--- src/rtl/e203_itcm_arb_pkg.sv ---
// e203_itcm_arb_pkg: shared source-ID type and default sizing for the ITCM arbiter.
package e203_itcm_arb_pkg;

  // Originator of an ITCM transaction; this is what the outstanding FIFO records.
  typedef enum logic {
    SRC_IFU = 1'b0,
    SRC_LSU = 1'b1
  } src_e;

  localparam int ITCM_AW           = 16;
  localparam int ITCM_DW           = 32;
  localparam int ITCM_OUTS_DEPTH   = 2;
  localparam int ITCM_STARVE_LIMIT = 4;

endpackage

--- src/rtl/e203_itcm_arbiter_if.sv ---
// e203_itcm_arbiter_if: one command/response channel. The master issues commands
// and consumes responses; the slave accepts commands and returns responses.
// The IFU channel only uses cmd_addr of the command payload (fetches are reads).
interface e203_itcm_arbiter_if
  import e203_itcm_arb_pkg::*;
#(
  parameter int AW = ITCM_AW,
  parameter int DW = ITCM_DW
);
  logic            cmd_valid;
  logic            cmd_ready;
  logic [AW-1:0]   cmd_addr;
  logic            cmd_read;
  logic [DW-1:0]   cmd_wdata;
  logic [DW/8-1:0] cmd_wmask;

  logic            rsp_valid;
  logic            rsp_ready;
  logic [DW-1:0]   rsp_rdata;
  logic            rsp_err;

  modport master (
    output cmd_valid, cmd_addr, cmd_read, cmd_wdata, cmd_wmask, rsp_ready,
    input  cmd_ready, rsp_valid, rsp_rdata, rsp_err
  );

  modport slave (
    input  cmd_valid, cmd_addr, cmd_read, cmd_wdata, cmd_wmask, rsp_ready,
    output cmd_ready, rsp_valid, rsp_rdata, rsp_err
  );
endinterface

--- src/rtl/e203_itcm_arb_outs_fifo.sv ---
// e203_itcm_arb_outs_fifo: in-order record of which source owns each outstanding
// ITCM transaction, plus a running count of IFU-owned entries.
module e203_itcm_arb_outs_fifo
  import e203_itcm_arb_pkg::*;
#(
  parameter  int DEPTH = ITCM_OUTS_DEPTH,
  localparam int PW    = (DEPTH > 1) ? $clog2(DEPTH) : 1,
  localparam int CW    = $clog2(DEPTH + 1)
) (
  input  logic          clk,
  input  logic          rst,
  input  logic          push_i,
  input  src_e          push_src_i,
  input  logic          pop_i,
  output logic          full_o,
  output logic          empty_o,
  output src_e          head_o,
  output logic [CW-1:0] ifu_cnt_o
);

  src_e          mem_q [DEPTH];
  logic [PW-1:0] wr_ptr_q, wr_ptr_d;
  logic [PW-1:0] rd_ptr_q, rd_ptr_d;
  logic [CW-1:0] cnt_q, cnt_d;
  logic [CW-1:0] ifu_cnt_q, ifu_cnt_d;

  function automatic logic [PW-1:0] ptr_inc(input logic [PW-1:0] p);
    return (p == PW'(DEPTH - 1)) ? '0 : p + 1'b1;
  endfunction

  assign full_o    = (cnt_q == CW'(DEPTH));
  assign empty_o   = (cnt_q == '0);
  assign head_o    = mem_q[rd_ptr_q];
  assign ifu_cnt_o = ifu_cnt_q;

  // Next-state for pointers and occupancy; push+pop together leaves counts unchanged.
  always_comb begin
    // NOTE: every output gets a default first so no path through the block can infer a latch.
    wr_ptr_d  = wr_ptr_q;
    rd_ptr_d  = rd_ptr_q;
    if (push_i) wr_ptr_d = ptr_inc(wr_ptr_q);
    if (pop_i)  rd_ptr_d = ptr_inc(rd_ptr_q);
    cnt_d     = cnt_q + CW'(push_i) - CW'(pop_i);
    ifu_cnt_d = ifu_cnt_q + CW'(push_i && (push_src_i == SRC_IFU))
                          - CW'(pop_i && (head_o == SRC_IFU));
  end

  // Pointer and occupancy registers.
  always_ff @(posedge clk) begin
    // NOTE: sequential state uses non-blocking assignment so all registers update from pre-edge values.
    if (rst) begin
      wr_ptr_q  <= '0;
      rd_ptr_q  <= '0;
      cnt_q     <= '0;
      ifu_cnt_q <= '0;
    end else begin
      wr_ptr_q  <= wr_ptr_d;
      rd_ptr_q  <= rd_ptr_d;
      cnt_q     <= cnt_d;
      ifu_cnt_q <= ifu_cnt_d;
    end
  end

  // Source-ID storage.
  always_ff @(posedge clk) begin
    // NOTE: the storage array is deliberately not reset; cnt_q alone decides which entries are live.
    if (push_i) mem_q[wr_ptr_q] <= push_src_i;
  end

endmodule

--- src/rtl/e203_itcm_arbiter.sv ---
// e203_itcm_arbiter: shares the single ITCM command/response channel between the
// IFU (fetch, read-only) and the LSU. LSU has priority; the grant is locked while
// the target stalls; responses are routed in order using the outstanding FIFO.
// Optional feature macro: E203_ITCM_ARB_STARVE_EN (IFU anti-starvation counter).
module e203_itcm_arbiter
  import e203_itcm_arb_pkg::*;
#(
  parameter int AW           = ITCM_AW,
  parameter int DW           = ITCM_DW,
  parameter int OUTS_DEPTH   = ITCM_OUTS_DEPTH,
  parameter int STARVE_LIMIT = ITCM_STARVE_LIMIT
) (
  input  logic                        clk,
  input  logic                        rst,
  e203_itcm_arbiter_if.slave          ifu,
  e203_itcm_arbiter_if.slave          lsu,
  e203_itcm_arbiter_if.master         tgt,
  output logic                        ifu_no_outs,
  output logic                        arb_proto_err
);

  localparam int MW = DW / 8;
  localparam int CW = $clog2(OUTS_DEPTH + 1);

  logic          grant_lock_q, grant_lock_d;
  src_e          grant_src_q,  grant_src_d;
  logic          proto_err_q,  proto_err_d;

  logic          outs_full, outs_empty;
  src_e          outs_head;
  logic [CW-1:0] ifu_cnt;

  src_e          sel_src;
  logic          sel_valid, ifu_force, cmd_hs, rsp_hs;
  logic [AW-1:0] sel_addr;
  logic          sel_read;
  logic [DW-1:0] sel_wdata;
  logic [MW-1:0] sel_wmask;

  // Fetches never write, so these IFU payload fields are intentionally ignored.
  logic unused_ifu_payload;
  assign unused_ifu_payload = ^{ifu.cmd_read, ifu.cmd_wdata, ifu.cmd_wmask};

`ifdef E203_ITCM_ARB_STARVE_EN
  logic [7:0] starve_q, starve_d;

  assign ifu_force = (starve_q == 8'(STARVE_LIMIT));

  // Count cycles IFU waits behind a granted LSU; an IFU handshake clears it.
  always_comb begin
    starve_d = starve_q;
    if (ifu.cmd_valid && ifu.cmd_ready) begin
      starve_d = '0;
    end else if (ifu.cmd_valid && lsu.cmd_valid && (sel_src == SRC_LSU) && !ifu_force) begin
      starve_d = starve_q + 8'd1;
    end
  end

  // Starvation counter register.
  always_ff @(posedge clk) begin
    if (rst) starve_q <= '0;
    else     starve_q <= starve_d;
  end
`else
  localparam int unused_starve_limit = STARVE_LIMIT;
  assign ifu_force = 1'b0;
`endif

  // Source selection and command mux; a locked grant overrides fresh arbitration.
  always_comb begin
    sel_src = SRC_IFU;
    if (grant_lock_q) begin
      sel_src = grant_src_q;
    end else if (lsu.cmd_valid && !(ifu.cmd_valid && ifu_force)) begin
      sel_src = SRC_LSU;
    end
    if (sel_src == SRC_LSU) begin
      sel_valid = lsu.cmd_valid;
      sel_addr  = lsu.cmd_addr;
      sel_read  = lsu.cmd_read;
      sel_wdata = lsu.cmd_wdata;
      sel_wmask = lsu.cmd_wmask;
    end else begin
      sel_valid = ifu.cmd_valid;
      sel_addr  = ifu.cmd_addr;
      sel_read  = 1'b1;
      sel_wdata = '0;
      sel_wmask = '0;
    end
  end

  assign tgt.cmd_valid = sel_valid & ~outs_full;
  assign tgt.cmd_addr  = sel_addr;
  assign tgt.cmd_read  = sel_read;
  assign tgt.cmd_wdata = sel_wdata;
  assign tgt.cmd_wmask = sel_wmask;
  assign ifu.cmd_ready = (sel_src == SRC_IFU) & sel_valid & tgt.cmd_ready & ~outs_full;
  assign lsu.cmd_ready = (sel_src == SRC_LSU) & sel_valid & tgt.cmd_ready & ~outs_full;
  assign cmd_hs        = tgt.cmd_valid & tgt.cmd_ready;

  // Response routing by FIFO head; with nothing outstanding the target is drained.
  always_comb begin
    ifu.rsp_valid = 1'b0;
    lsu.rsp_valid = 1'b0;
    tgt.rsp_ready = 1'b1;
    if (!outs_empty) begin
      if (outs_head == SRC_LSU) begin
        lsu.rsp_valid = tgt.rsp_valid;
        tgt.rsp_ready = lsu.rsp_ready;
      end else begin
        ifu.rsp_valid = tgt.rsp_valid;
        tgt.rsp_ready = ifu.rsp_ready;
      end
    end
  end

  assign ifu.rsp_rdata = tgt.rsp_rdata;
  assign ifu.rsp_err   = tgt.rsp_err;
  assign lsu.rsp_rdata = tgt.rsp_rdata;
  assign lsu.rsp_err   = tgt.rsp_err;
  assign rsp_hs        = tgt.rsp_valid & tgt.rsp_ready & ~outs_empty;

  e203_itcm_arb_outs_fifo #(.DEPTH(OUTS_DEPTH)) u_outs_fifo (
    .clk        (clk),
    .rst        (rst),
    .push_i     (cmd_hs),
    .push_src_i (sel_src),
    .pop_i      (rsp_hs),
    .full_o     (outs_full),
    .empty_o    (outs_empty),
    .head_o     (outs_head),
    .ifu_cnt_o  (ifu_cnt)
  );

  assign ifu_no_outs   = (ifu_cnt == '0);
  assign arb_proto_err = proto_err_q;

  // Grant lock while the target stalls; sticky error for unexpected responses.
  always_comb begin
    grant_lock_d = tgt.cmd_valid & ~tgt.cmd_ready;
    grant_src_d  = sel_src;
    proto_err_d  = proto_err_q | (tgt.rsp_valid & outs_empty);
  end

  // Grant and error registers.
  always_ff @(posedge clk) begin
    if (rst) begin
      grant_lock_q <= 1'b0;
      grant_src_q  <= SRC_IFU;
      proto_err_q  <= 1'b0;
    end else begin
      grant_lock_q <= grant_lock_d;
      grant_src_q  <= grant_src_d;
      proto_err_q  <= proto_err_d;
    end
  end

endmodule

--- src/flat_wrapper.sv ---
// flat-port wrapper written by rule: the top's interface ports become plain ports
module e203_itcm_arbiter_flat import e203_itcm_arb_pkg::*;
#(
  parameter int AW           = ITCM_AW,
  parameter int DW           = ITCM_DW,
  parameter int OUTS_DEPTH   = ITCM_OUTS_DEPTH,
  parameter int STARVE_LIMIT = ITCM_STARVE_LIMIT
)
  (clk, rst, ifu_no_outs, arb_proto_err, ifu_cmd_valid, ifu_cmd_addr, ifu_cmd_read, ifu_cmd_wdata, ifu_cmd_wmask, ifu_rsp_ready, ifu_cmd_ready, ifu_rsp_valid, ifu_rsp_rdata, ifu_rsp_err, lsu_cmd_valid, lsu_cmd_addr, lsu_cmd_read, lsu_cmd_wdata, lsu_cmd_wmask, lsu_rsp_ready, lsu_cmd_ready, lsu_rsp_valid, lsu_rsp_rdata, lsu_rsp_err, tgt_cmd_valid, tgt_cmd_addr, tgt_cmd_read, tgt_cmd_wdata, tgt_cmd_wmask, tgt_rsp_ready, tgt_cmd_ready, tgt_rsp_valid, tgt_rsp_rdata, tgt_rsp_err);
  e203_itcm_arbiter_if #(.AW(AW), .DW(DW)) ifu_i ();
  e203_itcm_arbiter_if #(.AW(AW), .DW(DW)) lsu_i ();
  e203_itcm_arbiter_if #(.AW(AW), .DW(DW)) tgt_i ();
  input  logic clk;
  input  logic rst;
  output logic ifu_no_outs;
  output logic arb_proto_err;
  input wire logic [$bits(ifu_i.cmd_valid)-1:0] ifu_cmd_valid;
  input wire logic [$bits(ifu_i.cmd_addr)-1:0] ifu_cmd_addr;
  input wire logic [$bits(ifu_i.cmd_read)-1:0] ifu_cmd_read;
  input wire logic [$bits(ifu_i.cmd_wdata)-1:0] ifu_cmd_wdata;
  input wire logic [$bits(ifu_i.cmd_wmask)-1:0] ifu_cmd_wmask;
  input wire logic [$bits(ifu_i.rsp_ready)-1:0] ifu_rsp_ready;
  output wire logic [$bits(ifu_i.cmd_ready)-1:0] ifu_cmd_ready;
  output wire logic [$bits(ifu_i.rsp_valid)-1:0] ifu_rsp_valid;
  output wire logic [$bits(ifu_i.rsp_rdata)-1:0] ifu_rsp_rdata;
  output wire logic [$bits(ifu_i.rsp_err)-1:0] ifu_rsp_err;
  input wire logic [$bits(lsu_i.cmd_valid)-1:0] lsu_cmd_valid;
  input wire logic [$bits(lsu_i.cmd_addr)-1:0] lsu_cmd_addr;
  input wire logic [$bits(lsu_i.cmd_read)-1:0] lsu_cmd_read;
  input wire logic [$bits(lsu_i.cmd_wdata)-1:0] lsu_cmd_wdata;
  input wire logic [$bits(lsu_i.cmd_wmask)-1:0] lsu_cmd_wmask;
  input wire logic [$bits(lsu_i.rsp_ready)-1:0] lsu_rsp_ready;
  output wire logic [$bits(lsu_i.cmd_ready)-1:0] lsu_cmd_ready;
  output wire logic [$bits(lsu_i.rsp_valid)-1:0] lsu_rsp_valid;
  output wire logic [$bits(lsu_i.rsp_rdata)-1:0] lsu_rsp_rdata;
  output wire logic [$bits(lsu_i.rsp_err)-1:0] lsu_rsp_err;
  output wire logic [$bits(tgt_i.cmd_valid)-1:0] tgt_cmd_valid;
  output wire logic [$bits(tgt_i.cmd_addr)-1:0] tgt_cmd_addr;
  output wire logic [$bits(tgt_i.cmd_read)-1:0] tgt_cmd_read;
  output wire logic [$bits(tgt_i.cmd_wdata)-1:0] tgt_cmd_wdata;
  output wire logic [$bits(tgt_i.cmd_wmask)-1:0] tgt_cmd_wmask;
  output wire logic [$bits(tgt_i.rsp_ready)-1:0] tgt_rsp_ready;
  input wire logic [$bits(tgt_i.cmd_ready)-1:0] tgt_cmd_ready;
  input wire logic [$bits(tgt_i.rsp_valid)-1:0] tgt_rsp_valid;
  input wire logic [$bits(tgt_i.rsp_rdata)-1:0] tgt_rsp_rdata;
  input wire logic [$bits(tgt_i.rsp_err)-1:0] tgt_rsp_err;
  assign ifu_i.cmd_valid = ifu_cmd_valid;
  assign ifu_i.cmd_addr = ifu_cmd_addr;
  assign ifu_i.cmd_read = ifu_cmd_read;
  assign ifu_i.cmd_wdata = ifu_cmd_wdata;
  assign ifu_i.cmd_wmask = ifu_cmd_wmask;
  assign ifu_i.rsp_ready = ifu_rsp_ready;
  assign ifu_cmd_ready = ifu_i.cmd_ready;
  assign ifu_rsp_valid = ifu_i.rsp_valid;
  assign ifu_rsp_rdata = ifu_i.rsp_rdata;
  assign ifu_rsp_err = ifu_i.rsp_err;
  assign lsu_i.cmd_valid = lsu_cmd_valid;
  assign lsu_i.cmd_addr = lsu_cmd_addr;
  assign lsu_i.cmd_read = lsu_cmd_read;
  assign lsu_i.cmd_wdata = lsu_cmd_wdata;
  assign lsu_i.cmd_wmask = lsu_cmd_wmask;
  assign lsu_i.rsp_ready = lsu_rsp_ready;
  assign lsu_cmd_ready = lsu_i.cmd_ready;
  assign lsu_rsp_valid = lsu_i.rsp_valid;
  assign lsu_rsp_rdata = lsu_i.rsp_rdata;
  assign lsu_rsp_err = lsu_i.rsp_err;
  assign tgt_cmd_valid = tgt_i.cmd_valid;
  assign tgt_cmd_addr = tgt_i.cmd_addr;
  assign tgt_cmd_read = tgt_i.cmd_read;
  assign tgt_cmd_wdata = tgt_i.cmd_wdata;
  assign tgt_cmd_wmask = tgt_i.cmd_wmask;
  assign tgt_rsp_ready = tgt_i.rsp_ready;
  assign tgt_i.cmd_ready = tgt_cmd_ready;
  assign tgt_i.rsp_valid = tgt_rsp_valid;
  assign tgt_i.rsp_rdata = tgt_rsp_rdata;
  assign tgt_i.rsp_err = tgt_rsp_err;
  e203_itcm_arbiter #(.AW(AW), .DW(DW), .OUTS_DEPTH(OUTS_DEPTH), .STARVE_LIMIT(STARVE_LIMIT)) u_core (.clk(clk), .rst(rst), .ifu(ifu_i), .lsu(lsu_i), .tgt(tgt_i), .ifu_no_outs(ifu_no_outs), .arb_proto_err(arb_proto_err));
endmodule
--- config.mk ---
export PLATFORM = sky130hd
export DESIGN_NAME = e203_itcm_arbiter_flat
export DESIGN_NICKNAME = d
export VERILOG_FILES = /design/src/rtl/e203_itcm_arb_pkg.sv /design/src/rtl/e203_itcm_arbiter_if.sv /design/src/rtl/e203_itcm_arb_outs_fifo.sv /design/src/rtl/e203_itcm_arbiter.sv /design/src/flat_wrapper.sv
export SDC_FILE = /design/constraint.sdc
export NUM_CORES = 1
export LEC_CHECK = 0
export ABC_AREA = 1
export ABC_CLOCK_PERIOD_IN_PS = 4000
export CAP_MARGIN = 20
export CORE_AREA = 2 2 106 108
export DETAILED_ROUTE_END_ITERATION = 12
export DIE_AREA = 0 0 108 110
export HOLD_SLACK_MARGIN = 0.03
export PLACE_DENSITY = 0.65
export SLEW_MARGIN = 15
export SYNTH_ARGS = -nofsm -noshare
export SYNTH_HDL_FRONTEND = slang
export SYNTH_SLANG_ARGS = --single-unit
--- constraint.sdc ---
create_clock -name clk -period 4 [get_ports clk]
set_input_delay 0.6 -clock clk [delete_from_list [all_inputs] [get_ports clk]]
set_output_delay 0.6 -clock clk [all_outputs]
set_load 0.02 [all_outputs]
==> reports/results.txt, run 1 <==
Yosys top cell area share = 0.301
Synthesized Nets = 431
reg2reg path depth = 12
cells along the critical path = clkdlybuf4s50_1, nand2_2, nand2_4, inv_6, nand2_1, nand2_1, clkdlybuf4s50_1
CP startpoint = lsu_cmd_valid
Main synth FF type = dfxtp_1
IO Pins = 274
PortBufs = 137
Starting Density = 0.156
Antenna diodes = 0
Critical-path top delay cell = clkdlybuf4s50_1
Fillers = 1210
design area = 2700 um^2
placed insts = 485
vias in the first global route = 1612
Final nets = 501
Synth async-reset ratio = 0
Area after DPL = 2660 um^2
Fmax = 316 MHz
footprint of the multi-input gates = 633 um^2
Critical Path Source Type = primary input
WL final = 5010 um
Post-Layout Cell Count = 489
sequential area share after synthesis = 0.156
grt ovf = 0
Fin. Hold Viols = 0
synthesized area = 1670 um^2
crit share post-route = 0.791
DRC = 0
final setup fails = 0
Final ANT Viol Nets = 0
Power Density = 265 nW/um^2
maximum clock path buffer count = 2
CP max FO = 55
Initial DRT Pass Iterations = 4
via count = 1687
Critical Path AT = 2.56 ns
TritonCTS buffer count = 3
Post-Syn Area per Cell = 5.97 um^2
antenna violations before repair = 0
status = finished, final reports clean
share of cells above drive strength 1 = 0.0372
die area = 11900 um^2
post-CTS setup buffers = 0
synthesized instance count = 280
Overall Power = 0.716 mW
CP bufs+invs = 3
gr usage total = 0.0736
Max VDD drop = 0.0971 mV
Setup crit end = tgt_cmd_addr[0]
RSZ-0062 raised after global routing = false
static leakage = 1.30 nW
top cells by area, synth = buf_4 (30%), nand2_1 (13%), inv_1 (13%)
Total Neg Setup Slack = 0 ns
clock sink count = 12
commonest non-fill, non-tap cell in the layout = clkdlybuf4s50_1
global-route wire length before repair = 7050 um
Worst-Margin Slew = 0.378 ns
largest net degree at the start of global routing = 56
FF-to-FF Start = u_core.grant_lock_q$_SDFF_PP0_
CP max stage delay = 0.60 ns
final design utilization = 0.253
die width = 108 um
max-slew violation count = 0
Hold Path Class = reg2reg
CTS tree = yes
crit path capture type = output port
min Tclk post-route = 3.16 ns
synthesis warning total = 0
hold_buf cts = 0
cell count along the critical path = 7
Worst-path clk slew = 0.05 ns
global placer's final weighted congestion = 0.713
post-CTS sizing = 0
clock skew = 0.00284 ns
Clock Tree Root = clkbuf_8
clk_lat worst skew = 0.24 ns
die height = 110 um
Seq cells post-synth = 12
WL per Instance = 10.2 um
Yosys cell types = 23
Vias/cell = 3.45
FF-to-FF setup slack = 2.12 ns
Core ar. = 10700 um^2
commonest cells after routing, fill and taps aside = clkdlybuf4s50_1 (137), nand2_1 (59), inv_1 (56), nor2_1 (53), dfxtp_1 (10)
std cell rows = 38
CP top delay family = buffers and inverters
Layout area overhead = 61.8%
Rel. slew slack = 0.748
CTS H-tree depth = 1
Reg area = 260 um^2
CP Data Required Time = 3.40 ns
R2R Path End = u_core.u_outs_fifo.ifu_cnt_o[1]$_SDFF_PP0_
critical path class = in2out
Max-cap violations = 0
DP Wirelength = 4160 um
DRT iter0 DRCs = 29
WHS Path Cells = 2
Synth area leader = buf_4
Post-synth EDFFs = 2
routing by layer:
layer	GRT usage	part of all wire	wire [um]	vias up
li1	-	-	-	870
met5	0	0	0	-
met4	0.0476	0.043	216	0
met3	0.0229	0.099	494	29
met1	0.0796	0.38	1900	689
met2	0.125	0.48	2400	99
worst reg2reg max path, stage by stage (launching register included):
cell,delay (ns)
dfxtp_1,0.32
nand2_2,0.12
nor2_2,0.06
nor2_4,0.12
nand3_4,0.11
nor2_2,0.13
inv_1,0.06
ha_1,0.26
inv_1,0.04
ha_1,0.17
xnor2_1,0.18
o21ai_0,0.11
a21oi_1,0.12
where the power goes:
group	switching (mW)	internal [mW]	leakage (nW)	total, mW
registers	0.0121	0.144	0.101	0.156
logic	0.224	0.221	1.17	0.445
clock network	0.0474	0.0679	0.0231	0.115
metrics by stage:
step	hold slack, ns	setup slack, ns
after global placement	0.456	0.822
after detailed placement	0.465	0.810
after CTS	0.479	0.803
after global routing	0.491	0.737
after floorplan	0.459	1.96
final	0.476	0.836
flip-flops by register name (all words and copies together) (netlist names), named ones only:
register / cells
u_core.u_outs_fifo.cnt_q: 2
u_core.u_outs_fifo.ifu_cnt_o: 2
u_core.u_outs_fifo.mem_q: 2
u_core.arb_proto_err: 1
u_core.grant_lock_q: 1
u_core.grant_src_q: 1
u_core.u_outs_fifo.rd_ptr_q: 1
u_core.u_outs_fifo.wr_ptr_q: 1
layout make-up:
class                      count  share of cell area
timing repair buffer         137               0.507
multi-input combinational    139               0.234
clock buffer                   3              0.0153
inverter                      57              0.0810
clock inverter                 1             0.00139
sequential                    12              0.0963
tap                          140              0.0648
synthesized netlist by cell type (3+ instances only):
cell type and count:
nand3_1 3, a21oi_1 4, nor2_1 53, buf_6 5
inv_1 56, buf_4 67, dfxtp_1 10, ha_1 4
nand2_1 59
worst min-delay path by stage:
stage | from | end | slack (ns)
6_report | u_core.arb_proto_err$_SDFF_PP0_ | u_core.arb_proto_err$_SDFF_PP0_ | 0.48
5_1_grt | u_core.arb_proto_err$_SDFF_PP0_ | u_core.arb_proto_err$_SDFF_PP0_ | 0.49
4_1_cts | u_core.arb_proto_err$_SDFF_PP0_ | u_core.arb_proto_err$_SDFF_PP0_ | 0.48
3_5_place_dp | u_core.arb_proto_err$_SDFF_PP0_ | u_core.arb_proto_err$_SDFF_PP0_ | 0.46
3_3_place_gp | u_core.arb_proto_err$_SDFF_PP0_ | u_core.arb_proto_err$_SDFF_PP0_ | 0.46
2_1_floorplan | u_core.u_outs_fifo.cnt_q[1]$_SDFF_PP0_ | u_core.u_outs_fifo.cnt_q[1]$_SDFF_PP0_ | 0.46
cells by family after synthesis:
group                      count (synthesis)  synth area share
adders and majority gates                  4            0.0299
and+or+nand+nor                          127             0.320
AOI/OAI and AO/OA                          6            0.0180
DFF                                       12             0.156
buffers and inverters                    129             0.466
xor gates and xnor gates                   2            0.0105
No activity file was read; power rests on OpenSTA's default activity.
==> run 2, diff against run 1 <==
ABC_CLOCK_PERIOD_IN_PS = 3200   (was 4000)
CORE_AREA = 2 2 108 110   (was 2 2 106 108)
DIE_AREA = 0 0 110 112   (was 0 0 108 110)
PLACE_DENSITY = 0.63   (was 0.65)
clock period = 3.2 ns   (was 4 ns; I/O delays follow)
==> run 2 against run 1 <==
Net effect: critical path type unchanged; design area increased by 1.7%; worst hold slack got worse by 0.015 ns; largest cell class unchanged; global-route usage decreased by 0.28 points; clock skew increased by 0.0016 ns.
==> reports/results.txt, run 2 (synthesis gave the netlist of run 1 again) <==
status = finished, final reports clean
Fmax = 366 MHz
TritonCTS buffer count = 3
Worst-Margin Slew = 0.368 ns
hold_buf cts = 0
antenna violations before repair = 0
final setup fails = 0
crit path capture type = output port
sw frac = 0.356
switching pwr = 0.346 mW
PortBufs = 137
Cell Int Power = 0.625 mW
die width = 110 um
commonest cells after routing, fill and taps aside = clkdlybuf4s50_1 (137), nand2_1 (59), inv_1 (56), nor2_1 (53), dfxtp_1 (10)
Antenna diodes = 0
CP top delay family = buffers and inverters
CP max stage delay = 0.61 ns
grt ovf = 0
Logic pwr share = 0.567
Vias/cell = 3.36
Starting Density = 0.150
CP startpoint = lsu_cmd_valid
share of cells above drive strength 1 = 0.0400
final design utilization = 0.246
sequential share of power = 0.200
global-route wire length before repair = 7010 um
static leakage = 1.32 nW
WL per Instance = 9.45 um
Min Hold Slack = 0.462 ns
global placer's final weighted congestion = 0.698
max-slew violation count = 0
cells along the critical path = clkdlybuf4s50_1, nand2_2, nand2_4, inv_6, nand2_1, nand2_1, clkdlybuf4s50_1
reg2reg path depth = 12
CP Data Required Time = 2.72 ns
commonest non-fill, non-tap cell in the layout = clkdlybuf4s50_1
Rel. slew slack = 0.754
Max VDD drop = 0.163 mV
post-CTS sizing = 0
FF-to-FF Start = u_core.grant_lock_q$_SDFF_PP0_
vias in the first global route = 1647
Critical Path Source Type = primary input
Final ANT Viol Nets = 0
CP max FO = 55
Max-cap violations = 0
Hold Path Class = reg2reg
die area = 12300 um^2
std cell rows = 39
Clock Tree Root = clkbuf_16
maximum clock path buffer count = 2
min Tclk post-route = 2.73 ns
WL final = 4660 um
cell count along the critical path = 7
RSZ-0062 raised after global routing = false
Total Neg Setup Slack = 0 ns
die height = 112 um
Final nets = 502
Clk pwr share = 0.232
IO Pins = 274
largest net degree at the start of global routing = 56
Initial DRT Pass Iterations = 2
CP bufs+invs = 3
via count = 1658
WHS Path Cells = 2
clock sink count = 12
Layout area overhead = 64.4%
DRT iter0 DRCs = 36
DRC = 0
Worst-path clk slew = 0.04 ns
Critical-path top delay cell = clkdlybuf4s50_1
clock skew = 0.00447 ns
crit share post-route = 0.853
gr usage total = 0.0708
DP Wirelength = 4000 um
HP Start = u_core.arb_proto_err$_SDFF_PP0_
Fin. Hold Viols = 0
CTS tree = yes
post-CTS setup buffers = 0
critical path class = in2out
clk_lat worst skew = 0.24 ns
Power Density = 353 nW/um^2
Critical Path AT = 2.25 ns
Core ar. = 11200 um^2
CTS H-tree depth = 1
-- run 2: worst reg2reg max path, delay by kind of cell (launching register included) --
| kind | cells | cell delay (ns) |
|---|---|---|
| and+or+nand+nor | 3 | 0.31 |
| adders and majority gates | 2 | 0.44 |
| buffers and inverters | 4 | 0.36 |
| xor gates and xnor gates | 1 | 0.19 |
| DFF | 1 | 0.34 |
| AOI/OAI and AO/OA | 2 | 0.25 |
-- run 2: power by group through the flow --
stage	sequential [mW]	combinational (mW)	clock (mW)
after detailed placement	0.197	0.557	0
final	0.194	0.551	0.226
after CTS	0.195	0.561	0.231
after global placement	0.196	0.550	0
after global routing	0.198	0.602	0.237
after floorplan	0.198	0.405	0
-- run 2: path summary, 6_finish.rpt --
kind / to / slack (ns)
max: tgt_cmd_addr[2] / 0.47
min: u_core.arb_proto_err$_SDFF_PP0_ / 0.46
max reg2reg: u_core.u_outs_fifo.ifu_cnt_o[1]$_SDFF_PP0_ / 1.26
min reg2reg: u_core.arb_proto_err$_SDFF_PP0_ / 0.46
-- run 2: through the flow --
stage	std cells	instance area (um^2)	total power [mW]	setup WS, ns
after floorplan	280	1670	0.603	1.28
after global placement	489	2670	0.746	0.455
after detailed placement	489	2670	0.754	0.443
after CTS	493	2750	0.986	0.436
after global routing	493	2750	1.04	0.385
final	493	2750	0.971	0.471
-- run 2: cell type report --
type                    count  area, um^2
fillers                  1226        8430
repair buffers            138        1380
multi-input cells         139         633
flip-flops and latches     12         260
inverters                  57         219
well taps                 143         179
clock buffers               4        78.8
-- run 2: per-layer routing --
layer,vias up,track usage,share of wire
li1,871,-,-
met1,679,0.0697,0.37
met2,84,0.127,0.50
met3,24,0.0275,0.11
met4,0,0.0346,0.027
met5,-,0,0
==> run 3, diff against run 2 <==
ABC_CLOCK_PERIOD_IN_PS = 3000   (was 3200)
clock period = 3 ns   (was 3.2 ns; I/O delays follow)
==> run 3 against run 2 <==
Net effect: utilization is the same; worst setup slack worse by 0.15 ns; via count rose by 2.9%; clock skew shrank 0.0016 ns; die area unchanged; first-iteration DRC count is 72% higher; combinational power up 6.7%; critical endpoint unchanged; largest power group unchanged; highest routed layer unchanged.
==> reports/results.txt, run 3 (synthesis gave the netlist of run 1 again) <==
die height = 112 um
WL final = 4630 um
Core ar. = 11200 um^2
DRC = 0
commonest non-fill, non-tap cell in the layout = clkdlybuf4s50_1
clock skew = 0.00283 ns
Hold Path Class = reg2reg
crit share post-route = 0.894
status = finished, final reports clean
std cell rows = 39
FF-to-FF Start = u_core.grant_lock_q$_SDFF_PP0_
CP Data Required Time = 2.55 ns
Worst-Margin Slew = 0.369 ns
reg2reg path depth = 12
hold_buf cts = 0
Antenna diodes = 0
crit path capture type = output port
min Tclk post-route = 2.68 ns
Clock Tree Root = clkbuf_16
Max VDD drop = 0.183 mV
RSZ-0062 raised after global routing = false
Power Density = 378 nW/um^2
Fin. Hold Viols = 0
TritonCTS buffer count = 3
WL per Instance = 9.39 um
CTS tree = yes
WHS Path Cells = 2
Total Neg Setup Slack = 0 ns
HP Start = u_core.arb_proto_err$_SDFF_PP0_
Fmax = 373 MHz
CP startpoint = lsu_cmd_valid
hold path endpoint = u_core.arb_proto_err$_SDFF_PP0_
Starting Density = 0.150
gr usage total = 0.0696
largest net degree at the start of global routing = 56
Critical Path AT = 2.23 ns
die width = 110 um
global-route wire length before repair = 6930 um
grt ovf = 0
CTS H-tree depth = 1
die area = 12300 um^2
FF-to-FF setup slack = 1.11 ns
Layout area overhead = 64.4%
maximum clock path buffer count = 2
Min Hold Slack = 0.468 ns
critical path class = in2out
Final nets = 502
share of cells above drive strength 1 = 0.0400
max-slew violation count = 0
Max-cap violations = 0
PortBufs = 137
clk_lat worst skew = 0.24 ns
Initial DRT Pass Iterations = 4
Critical Path Source Type = primary input
via count = 1706
post-CTS sizing = 0
static leakage = 1.32 nW
DRT iter0 DRCs = 62
clock sink count = 12
DP Wirelength = 3960 um
Final ANT Viol Nets = 0
CP max FO = 55
Vias/cell = 3.46
IO Pins = 274
global placer's final weighted congestion = 0.736
final setup fails = 0
antenna violations before repair = 0
commonest cells after routing, fill and taps aside = clkdlybuf4s50_1 (137), nand2_1 (59), inv_1 (56), nor2_1 (53), dfxtp_1 (10)
final design utilization = 0.246
R2R Path End = u_core.u_outs_fifo.ifu_cnt_o[1]$_SDFF_PP0_
Worst-path clk slew = 0.04 ns
Rel. slew slack = 0.754
vias in the first global route = 1618
post-CTS setup buffers = 0
run 3: cell counts in the layout (fill, tap and decap cells not counted):
Identical to the previous run, type by type.
run 3: per-stage QoR:
step	worst slack (ns)	area (um^2)	instances	total power [mW]
finish	0.319	2750	493	1.04
global route	0.210	2750	493	1.11
CTS	0.279	2750	493	1.06
detailed placement	0.299	2670	489	0.805
global placement	0.312	2670	489	0.796
floorplan	1.11	1670	280	0.643
run 3: power breakdown:
group	switching, mW	internal, mW	total (mW)	leakage [nW]
combinational	0.291	0.297	0.588	1.18
clock	0.0664	0.178	0.245	0.0382
sequential	0.0149	0.193	0.208	0.101
run 3: worst max-delay path by stage:
stage / to / depth (start not counted) / slack (ns)
finish: tgt_cmd_addr[2] / 7 / 0.32
global route: tgt_cmd_addr[2] / 7 / 0.21
CTS: tgt_cmd_addr[12] / 7 / 0.28
detailed placement: tgt_cmd_addr[12] / 7 / 0.30
global placement: tgt_cmd_addr[12] / 7 / 0.31
floorplan: u_core.u_outs_fifo.ifu_cnt_o[1]$_SDFF_PP0_ / 11 / 1.11
run 3: worst max-delay path, cell delays in order:
cell and delay [ns]:
clkdlybuf4s50_1 0.47, nand2_2 0.13, nand2_4 0.07, inv_6 0.26
nand2_1 0.12, nand2_1 0.08, clkdlybuf4s50_1 0.61
run 3: cell type report:
class,instances,area [um^2]
Multi-Input combinational cell,139,633
Clock buffer,4,78.8
Tap cell,143,179
Timing Repair Buffer,138,1380
Inverter,57,219
Fill cell,1226,8430
Sequential cell,12,260
run 3: routing by layer:
layer  vias up  routed length, um  global-route usage
met4         0                114              0.0321
li1        873                  -                   -
met5         -                  0                   0
met2        84               2340               0.120
met1       729               1680              0.0729
met3        20                504              0.0281
